`src/rtl/sw_debounce8_pkg.sv`:
```
// Purpose : shared constants and FSM encoding for the sw_debounce8 switch conditioner.
// Latency : n/a (declarations only).
// Backpr. : n/a (declarations only).
package sw_debounce8_pkg;

  // Number of consecutive differing samples that makes up 1 ms at 50 MHz.
  localparam int DEBOUNCE_1MS_50MHZ = 50000;

  // Per-bit debounce FSM encoding.
  typedef enum logic {
    ST_IDLE    = 1'b0,
    ST_PENDING = 1'b1
  } db_state_e;

endpackage

```
`src/rtl/sw_debounce8_debounce_bit.sv`:
```
// Purpose : synchronize and debounce one switch bit; registered rise/fall pulses.
// Latency : output updates STABLE_CYCLES+2 edges after sync1 first captures a steady new level.
// Backpr. : none; en low parks the FSM in IDLE, holds sw_stable and suppresses pulses.
//
// Ports:
//   clk, rst_n      - system clock, asynchronous active-low reset
//   sw_raw          - raw switch level, asynchronous to clk
//   en              - debounce enable
//   sw_stable       - debounced level
//   sw_rise/sw_fall - one-cycle pulses on 0->1 / 1->0 updates of sw_stable
module debounce_bit
  import sw_debounce8_pkg::*;
#(
  parameter int STABLE_CYCLES = DEBOUNCE_1MS_50MHZ,
  parameter int CNT_W         = 16
) (
  input  logic clk,
  input  logic rst_n,
  input  logic sw_raw,
  input  logic en,
  output logic sw_stable,
  output logic sw_rise,
  output logic sw_fall
);

  // Count value at which the candidate level has been seen STABLE_CYCLES times.
  localparam logic [CNT_W-1:0] LAST_CNT = CNT_W'(STABLE_CYCLES - 1);

  logic             r_sync1;
  logic             r_sync2;
  db_state_e        r_state;
  logic [CNT_W-1:0] r_cnt;
  logic             r_stable;
  logic             r_rise;
  logic             r_fall;

  db_state_e        w_state_nxt;
  logic [CNT_W-1:0] w_cnt_nxt;
  logic             w_stable_nxt;
  logic             w_rise_nxt;
  logic             w_fall_nxt;
  logic             w_diff;

  // Two-flop synchronizer; free-running regardless of en.
  always_ff @(posedge clk or negedge rst_n) begin
    if (!rst_n) begin
      r_sync1 <= 1'b0;
      r_sync2 <= 1'b0;
    end else begin
      r_sync1 <= sw_raw;
      r_sync2 <= r_sync1;
    end
  end

  assign w_diff = r_sync2 ^ r_stable;

  always_ff @(posedge clk or negedge rst_n) begin
    if (!rst_n) begin
      r_state  <= ST_IDLE;
      r_cnt    <= '0;
      r_stable <= 1'b0;
      r_rise   <= 1'b0;
      r_fall   <= 1'b0;
    end else begin
      r_state  <= w_state_nxt;
      r_cnt    <= w_cnt_nxt;
      r_stable <= w_stable_nxt;
      r_rise   <= w_rise_nxt;
      r_fall   <= w_fall_nxt;
    end
  end

  // Pulses default to 0 so they last exactly one cycle after an update.
  always_comb begin
    w_state_nxt  = r_state;
    w_cnt_nxt    = r_cnt;
    w_stable_nxt = r_stable;
    w_rise_nxt   = 1'b0;
    w_fall_nxt   = 1'b0;

    if (!en) begin
      w_state_nxt = ST_IDLE;
      w_cnt_nxt   = '0;
    end else begin
      case (r_state)
        ST_IDLE: begin
          if (w_diff) begin
            if (STABLE_CYCLES == 1) begin
              // A single differing sample is enough: flip without visiting PENDING.
              w_stable_nxt = r_sync2;
              w_rise_nxt   = r_sync2;
              w_fall_nxt   = ~r_sync2;
            end else begin
              w_state_nxt = ST_PENDING;
              w_cnt_nxt   = CNT_W'(1);
            end
          end
        end
        ST_PENDING: begin
          if (!w_diff) begin
            // Bounced back to the current level: abandon the candidate.
            w_state_nxt = ST_IDLE;
            w_cnt_nxt   = '0;
          end else if (r_cnt == LAST_CNT) begin
            w_stable_nxt = r_sync2;
            w_rise_nxt   = r_sync2;
            w_fall_nxt   = ~r_sync2;
            w_state_nxt  = ST_IDLE;
            w_cnt_nxt    = '0;
          end else begin
            w_cnt_nxt = r_cnt + CNT_W'(1);
          end
        end
        default: begin
          w_state_nxt = ST_IDLE;
          w_cnt_nxt   = '0;
        end
      endcase
    end
  end

  assign sw_stable = r_stable;
  assign sw_rise   = r_rise;
  assign sw_fall   = r_fall;

endmodule

```
`src/rtl/sw_debounce8.sv`:
```
// Purpose : 8-bit slide-switch conditioner feeding the priority encoder; per-bit debounce + edge pulses.
// Latency : sw_stable/pulses/changed update STABLE_CYCLES+2 edges after a steady raw change is first captured.
// Backpr. : none; en low freezes sw_stable, restarts all counts and suppresses pulses.
//
// Ports:
//   clk, rst_n      - system clock, asynchronous active-low reset
//   sw_raw[WIDTH]   - raw switch levels, asynchronous to clk
//   en              - debounce enable
//   sw_stable       - debounced vector for the encoder input
//   sw_rise/sw_fall - per-bit one-cycle update pulses
//   changed         - one-cycle strobe when any bit updated on this edge
module sw_debounce8
  import sw_debounce8_pkg::*;
#(
  parameter int WIDTH         = 8,
  parameter int STABLE_CYCLES = DEBOUNCE_1MS_50MHZ,
  parameter int CNT_W         = 16
) (
  input  logic             clk,
  input  logic             rst_n,
  input  logic [WIDTH-1:0] sw_raw,
  input  logic             en,
  output logic [WIDTH-1:0] sw_stable,
  output logic [WIDTH-1:0] sw_rise,
  output logic [WIDTH-1:0] sw_fall,
  output logic             changed
);

  for (genvar g = 0; g < WIDTH; g++) begin : g_bit
    debounce_bit #(
      .STABLE_CYCLES (STABLE_CYCLES),
      .CNT_W         (CNT_W)
    ) u_debounce_bit (
      .clk       (clk),
      .rst_n     (rst_n),
      .sw_raw    (sw_raw[g]),
      .en        (en),
      .sw_stable (sw_stable[g]),
      .sw_rise   (sw_rise[g]),
      .sw_fall   (sw_fall[g])
    );
  end

  // Built only from registered pulses, so it is glitch-free and a single pulse
  // no matter how many bits updated together.
  assign changed = |(sw_rise | sw_fall);

endmodule

```
`config.mk`:
```
export PLATFORM = sky130hd
export DESIGN_NAME = sw_debounce8
export DESIGN_NICKNAME = d
export VERILOG_FILES = /design/src/rtl/sw_debounce8_pkg.sv /design/src/rtl/sw_debounce8_debounce_bit.sv /design/src/rtl/sw_debounce8.sv
export SDC_FILE = /design/constraint.sdc
export NUM_CORES = 1
export LEC_CHECK = 0
export ABC_AREA = 1
export CORE_MARGIN = 3
export CORE_UTILIZATION = 50
export DETAILED_ROUTE_END_ITERATION = 6
export HOLD_SLACK_MARGIN = 0.15
export PLACE_DENSITY = 0.75
export SYNTH_ARGS = -nofsm -noshare
export SYNTH_HDL_FRONTEND = slang
export SYNTH_SLANG_ARGS = --single-unit
```
`constraint.sdc`:
```
create_clock -name clk -period 1.4 [get_ports clk]
set_input_delay 0.14 -clock clk [delete_from_list [all_inputs] [get_ports clk]]
set_output_delay 0.14 -clock clk [all_outputs]
set_load 0.005 [all_outputs]
```
==> results of run 1 <==
[registers in the layout, summed over array words and instances (netlist names)]
signal,count
g_bit.u_debounce_bit.sw_fall,8
g_bit.u_debounce_bit.r_sync2,8
g_bit.u_debounce_bit.r_cnt,128
g_bit.u_debounce_bit.r_state,8
g_bit.u_debounce_bit.sw_stable,8
g_bit.u_debounce_bit.sw_rise,8
g_bit.u_debounce_bit.r_sync1,8
[worst max-delay path by stage]
stage / from / endpoint / slack (ns) / cells after the start
final: g_bit[5].u_debounce_bit.sw_fall / changed / -0.39 / 4
after global routing: g_bit[3].u_debounce_bit.sw_rise / changed / -0.42 / 4
after CTS: g_bit[3].u_debounce_bit.sw_rise / changed / -0.36 / 4
after detailed placement: en / g_bit[7].u_debounce_bit.r_cnt[4] / -0.35 / 8
after global placement: en / g_bit[6].u_debounce_bit.r_cnt[4] / -0.29 / 8
after floorplan: g_bit[4].u_debounce_bit.r_cnt[0] / g_bit[4].u_debounce_bit.r_cnt[11] / 0.03 / 6
[logic make-up after synthesis]
family / share of synthesized area
AOI/OAI and AO/OA: 0.04760
xor gates and xnor gates: 0.04636
adders and majority gates: 0.009969
buffers and inverters: 0.09794
DFF: 0.4386
and+or+nand+nor: 0.3595
[placed cells by master, fill, tap and decap left out, types with 18 or more instances in the layout]
cell     netlist  routed
nand3_2        0      56
nor2_2        15      57
a21oi_1       24      21
nor2_1       183      86
buf_6          1      38
inv_2         14      26
nor3_1        28      18
nand4_1       29      29
nor2_4         2      57
xor2_1        40      33
nand2_1      426     346
buf_4         28     195
nand2_4        0      24
inv_1        183     157
nand2_2        4      58
dfrtp_1      176     164
nand3_1      144      80
[per-layer routing]
| layer | GRT usage | vias to the layer above | part of all wire |
|---|---|---|---|
| met2 | 0.4035 | 496 | 0.51 |
| li1 | - | 4930 | - |
| met4 | 0.07036 | 0 | 0.045 |
| met5 | 0 | - | 0 |
| met3 | 0.03648 | 144 | 0.061 |
| met1 | 0.3117 | 5120 | 0.38 |
[per-stage QoR]
stage	setup WS, ns	total power [mW]	utilization	hold slack (ns)	TNS (ns)
after floorplan	0.02947	5.525	-	-0.1556	0
after global placement	-0.2896	5.870	0.6138	0.1155	-27.03
after detailed placement	-0.3454	5.884	0.6138	0.1033	-31.68
after CTS	-0.3576	10.76	0.6752	0.1562	-0.4900
after global routing	-0.4221	11.23	0.7563	0.1681	-16.40
final	-0.3855	10.94	0.7563	0.1664	-8.107
[Yosys cell counts, types with 6 or more instances]
cell     count
nor2_1     183
o21ai_0     28
nor2_2      15
nor3_2       7
ha_1         8
xnor2_2      6
nand2_1    426
dfrtp_1    176
nand3_1    144
inv_2       14
a21oi_1     24
buf_4       28
o21ai_1     14
nor3_1      28
xor2_1      40
o22ai_1     16
nand4_1     29
inv_1      183
[what timing repair did]
| action | CTS | global route |
|---|---|---|
| setup endpoints to repair | 134 | 156 |
| buffers inserted | 21 | 25 |
| pin swaps | 49 | 147 |
| hold buffers | 6 | 0 |
| endpoints found under the hold margin | 181 | 0 |
| gates resized for setup | 157 | 409 |
| gates cloned | 0 | 2 |
[power breakdown]
| group | leakage (nW) | total (mW) | internal (mW) | switching, mW |
|---|---|---|---|---|
| Clock | 0.273 | 4.88 | 2.74 | 2.14 |
| Sequential | 2.38 | 5.21 | 5.14 | 0.0693 |
| Combinational | 4.35 | 0.847 | 0.330 | 0.518 |
[area by class of cell]
type,instances,share of cell area
multi-input combinational,991,0.4259
sequential,176,0.2983
timing repair buffer,280,0.1593
inverter,199,0.05438
clock buffer,21,0.03108
tap,265,0.02238
clock inverter,11,0.008698
==> impl_metrics.json, run 1 <==
{
  "outcome": "finished, violations left",
  "violations": "DRC, setup timing",
  "startpoint_type": "flop",
  "timing.final.crit_share": 1.275,
  "synth-edff-count": 0,
  "endpoint_kind": "primary output",
  "syn_to_final_growth_pct": 47.56,
  "crit_chain": "nor4_1, buf_4, nand4_1, buf_2",
  "grt_start_max_net_pins": 43,
  "hold-path-cell-count": 1,
  "grt_pass1_wl_um": 42900,
  "fin_cells": 1943,
  "cp_max_fo": 2,
  "r2r_start": "g_bit[0].u_debounce_bit.r_cnt[12]",
  "fmax_mhz": 560.1,
  "clock_path_buffers": 2,
  "finalWeightedCongestion": 0.9343,
  "ys_ff_latch": 176,
  "gr-total-overflow": 0,
  "synth_top_area_frac": 0.4386,
  "reg2reg_depth": 8,
  "yosys_warnings": 0,
  "clk_pin_slew_worst_paths_ns": 0.07,
  "worst-slew-pin-transition_ns": 0.3973,
  "post_drt_wl_per_cell_um": 16.32,
  "fin_crit_ns": 1.786,
  "slowest_stage": "dfrtp_1",
  "drc": 1,
  "relSlewSlack": 0.7331,
  "ys_types": 31,
  "yosysSeqAreaShare": 0.4386,
  "fill_cells": 1231,
  "wirelength_um": 31700,
  "rows": 51,
  "n_antenna_cell": 0,
  "worstHoldPathType": "in2reg",
  "antenna_found_initial": 0,
  "async_flop_share": 1.000,
  "fp.dieW_um": 147.7,
  "dp.cells": 1862,
  "p_per_area_mw_per_mm2": 738.2,
  "drive_gt1_frac": 0.3939,
  "critical_path_class": "reg2out",
  "coreArea_mm2": 0.01959,
  "nNetsFinal": 1684,
  "cap_viol_max_count": 0,
  "ir_drop_v": 0.0008734,
  "path_delay_family": "simple AND/OR/NAND/NOR gates",
  "cp.required_ns": 1.26,
  "leakage_nw": 7.005,
  "io_pins": 36,
  "path_buf_inv": 2,
  "hpwl_um": 17930,
  "initial_core_util": 0.5126,
  "firstDrtPassIters": 7,
  "cts-root-buf": "clkbuf_16",
  "post-route-cell-area_mm2": 0.01482,
  "htree_levels": 4,
  "die_h_um": 147.7,
  "grt_setup_unrepaired": "yes",
  "synth_area_per_cell_um2": 7.182,
  "worstHoldStart": "sw_raw[7]",
  "dominantRegCellSynth": "dfrtp_1",
  "drv_slew": 0,
  "seq_area_mm2": 0.004419,
  "post-route-worst-setup-slack_ns": -0.3855,
  "clock_skew_ns": 0.01012,
  "cp.arrival_ns": 1.65,
  "clock-sinks": 176,
  "cts_buffers": 17,
  "setup_viol": 104,
  "clock_latency_ns": 0.44,
  "timing.rr.end": "g_bit[0].u_debounce_bit.r_cnt[6]",
  "multi_input_area_mm2": 0.006311,
  "portBuffers": 35,
  "hold_viol": 0,
  "synthesis.area_mm2": 0.01004,
  "tritoncts": "built",
  "syn_inst": 1398,
  "placed_cell_area_mm2": 0.01202,
  "grt_util_all_layers": 0.2358,
  "die_area_mm2": 0.02182,
  "yosysTopAreaCell": "dfrtp_1",
  "vias": 10690,
  "grt_pass1_vias": 9526,
  "slowest_delay_ns": 0.42,
  "syn_nets": 1417,
  "final_antenna_net_count": 0,
  "synth_area_leaders": "dfrtp_1 44%, nand2_1 16%, nand3_1 7.2%",
  "dr.first_iter.drc_count": 827,
  "rrSetupSlack_ns": -0.29,
  "vias_per_cell": 5.502,
  "whs_endpoint": "g_bit[7].u_debounce_bit.r_sync1"
}
Power figures use the tool's default switching activity.
==> run 2, diff against run 1 <==
--- a/config.mk
+++ b/config.mk
@@ -7,10 +7,10 @@
 export LEC_CHECK = 0
 export ABC_AREA = 1
 export CORE_MARGIN = 3
-export CORE_UTILIZATION = 50
+export CORE_UTILIZATION = 56
 export DETAILED_ROUTE_END_ITERATION = 6
 export HOLD_SLACK_MARGIN = 0.15
-export PLACE_DENSITY = 0.75
+export PLACE_DENSITY = 0.82
 export SYNTH_ARGS = -nofsm -noshare
 export SYNTH_HDL_FRONTEND = slang
 export SYNTH_SLANG_ARGS = --single-unit
==> run 2 against run 1 <==
  * The run still ends with DRC, setup timing left
  * Clock power rose by 3%
  * Fmax decreased by 1.3%
  * Hold slack got worse by 0.045 ns
  * Worst setup slack got worse by 0.024 ns
  * Power is 2.1% higher
  * Sequential power barely moved
  * Sequential share of layout area is 0.082 points higher
  * Global-route usage rose by 4.9 points
  * Via count increased by 9.3%
  * Critical endpoint is now g_bit[6].u_debounce_bit.r_cnt[0]
  * Largest power group unchanged
  * Highest routed layer unchanged
==> impl_metrics.json, run 2 (synthesis results as in run 1) <==
{
  "portBuffers": 35,
  "initial_core_util": 0.5765,
  "regMostFlops": "g_bit.u_debounce_bit.r_cnt",
  "largest_reg_flops": 128,
  "critical_path_class": "reg2reg",
  "cts-root-buf": "clkbuf_16",
  "worst-slew-pin-transition_ns": 0.5383,
  "endpoint_kind": "flop",
  "coreArea_mm2": 0.01742,
  "setup_tns_ns": -18.51,
  "fin_crit_ns": 1.809,
  "worstHoldPathType": "in2async",
  "finalPower_mw": 11.16,
  "final_antenna_net_count": 0,
  "clock_skew_ns": 0.01352,
  "tritoncts": "built",
  "clk_pin_slew_worst_paths_ns": 0.07,
  "clock_path_buffers": 2,
  "placed_cell_area_mm2": 0.01173,
  "cp_max_fo": 3,
  "place_ws_ns": -0.3623,
  "fill_cells": 839,
  "antenna_found_initial": 0,
  "syn_to_final_growth_pct": 47.24,
  "hpwl_um": 17440,
  "multi_input_area_mm2": 0.006385,
  "leakage_nw": 6.921,
  "htree_levels": 4,
  "relSlewSlack": 0.6383,
  "grt_pass1_wl_um": 46390,
  "seq_area_mm2": 0.004422,
  "post-route-cell-area_mm2": 0.01478,
  "post-route-util": 0.8489,
  "violations": "DRC, setup timing",
  "cp.required_ns": 1.74,
  "vias_per_cell": 6.190,
  "cts_buffers": 17,
  "grt_pass1_vias": 9818,
  "die_area_mm2": 0.01957,
  "hold_viol": 0,
  "cap_viol_max_count": 0,
  "drc": 1,
  "cp.arrival_ns": 2.15,
  "layout.cells.most_common": "nand2_1",
  "grt_start_max_net_pins": 41,
  "clock-sinks": 176,
  "grt_util_all_layers": 0.2848,
  "post-route-worst-setup-slack_ns": -0.4094,
  "io_pins": 36,
  "rrSetupSlack_ns": -0.41,
  "setup_viol": 140,
  "drv_slew": 0,
  "wirelength_um": 38530,
  "rows": 48,
  "fmax_mhz": 552.7,
  "vias": 11690,
  "outcome": "finished, violations left",
  "nNetsFinal": 1671,
  "fp.dieW_um": 139.9,
  "ir_drop_v": 0.001164,
  "die_h_um": 139.9,
  "firstDrtPassIters": 7,
  "p_per_area_mw_per_mm2": 755.0,
  "clock_latency_ns": 0.46,
  "finalWeightedCongestion": 0.9721,
  "timing.final.crit_share": 1.292,
  "dr.first_iter.drc_count": 1283,
  "gr-total-overflow": 0,
  "startpoint_type": "flop",
  "grt_setup_unrepaired": "yes",
  "layout_common_cells": "348 x nand2_1, 175 x buf_4, 162 x dfrtp_1",
  "post_drt_wl_per_cell_um": 20.41,
  "drive_gt1_frac": 0.3873,
  "n_antenna_cell": 0
}
## run 2: cell types whose count changed in the layout (fill, tap and decap cells not counted), sizes merged
cell           before  now
clkinv              4    6
bufinv              2    3
inv               198  196
nand2             430  431
clkbuf             25   21
clkdlybuf4s15       0    2
buf               244  228
clkinvlp            6    4
dlymetal6s2s        0    1
o21ai              43   44
dlygate4sd3         6    7
## run 2: through the flow
step | instances | hold WS (ns)
floorplan | 1398 | -0.1556
global placement | 1791 | 0.02655
detailed placement | 1791 | 0.02373
CTS | 1850 | 0.1603
global route | 1888 | 0.1413
finish | 1888 | 0.1210
## run 2: final cells by class
class                   instances  share of cell area
clock inverters                10            0.009225
repair buffers                265              0.1539
multi-input cells             993              0.4319
well taps                     225             0.01904
clock buffers                  20             0.03157
inverters                     199             0.05535
flip-flops and latches        176              0.2991
## run 2: worst paths after layout
kind	from	cells past startpoint	to
worst min register to register	g_bit[7].u_debounce_bit.r_sync1	0	g_bit[7].u_debounce_bit.r_sync2
worst max register to register	g_bit[6].u_debounce_bit.r_cnt[0]	9	g_bit[6].u_debounce_bit.r_cnt[0]
worst min-delay path	rst_n	2	g_bit[0].u_debounce_bit.r_state
min in group clk	sw_raw[0]	1	g_bit[0].u_debounce_bit.r_sync1
max in group asynchronous	rst_n	3	g_bit[1].u_debounce_bit.r_cnt[9]
worst max-delay path	g_bit[6].u_debounce_bit.r_cnt[0]	9	g_bit[6].u_debounce_bit.r_cnt[0]
## run 2: report_power, final
group          internal (mW)  leakage (nW)  switching (mW)
registers               5.14          2.38          0.0762
clock network           2.92         0.290            2.11
logic                  0.343          4.25           0.574
total                   8.40          6.92            2.76
## run 2: metal layers
layer	wire length, µm	up-vias	part of all wire	global-route usage
met3	3574	342	0.093	0.04097
met1	13250	5446	0.34	0.3641
li1	-	4911	-	-
met2	18530	988	0.48	0.5019
met5	0	-	0	0
met4	3173	0	0.082	0.09026
## run 2: timing repair
item                                    4_1_cts  5_1_grt
endpoints found under the setup margin      139      180
hold buffers                                  8        0
resized for setup                           182      393
buffers inserted                             20       41
hold endpoints to repair                    181        0
pin swaps                                    66      178
cloned                                        1        3
## run 2: critical path, cell delays in order, from the launching register on
cell     delay [ns]
dfrtp_2        0.43
ha_4           0.17
nand2_4        0.07
inv_4          0.08
nand4_1        0.31
nor2_4         0.28
buf_6          0.15
nand2_4        0.05
nand3_2        0.07
o21ai_2        0.07
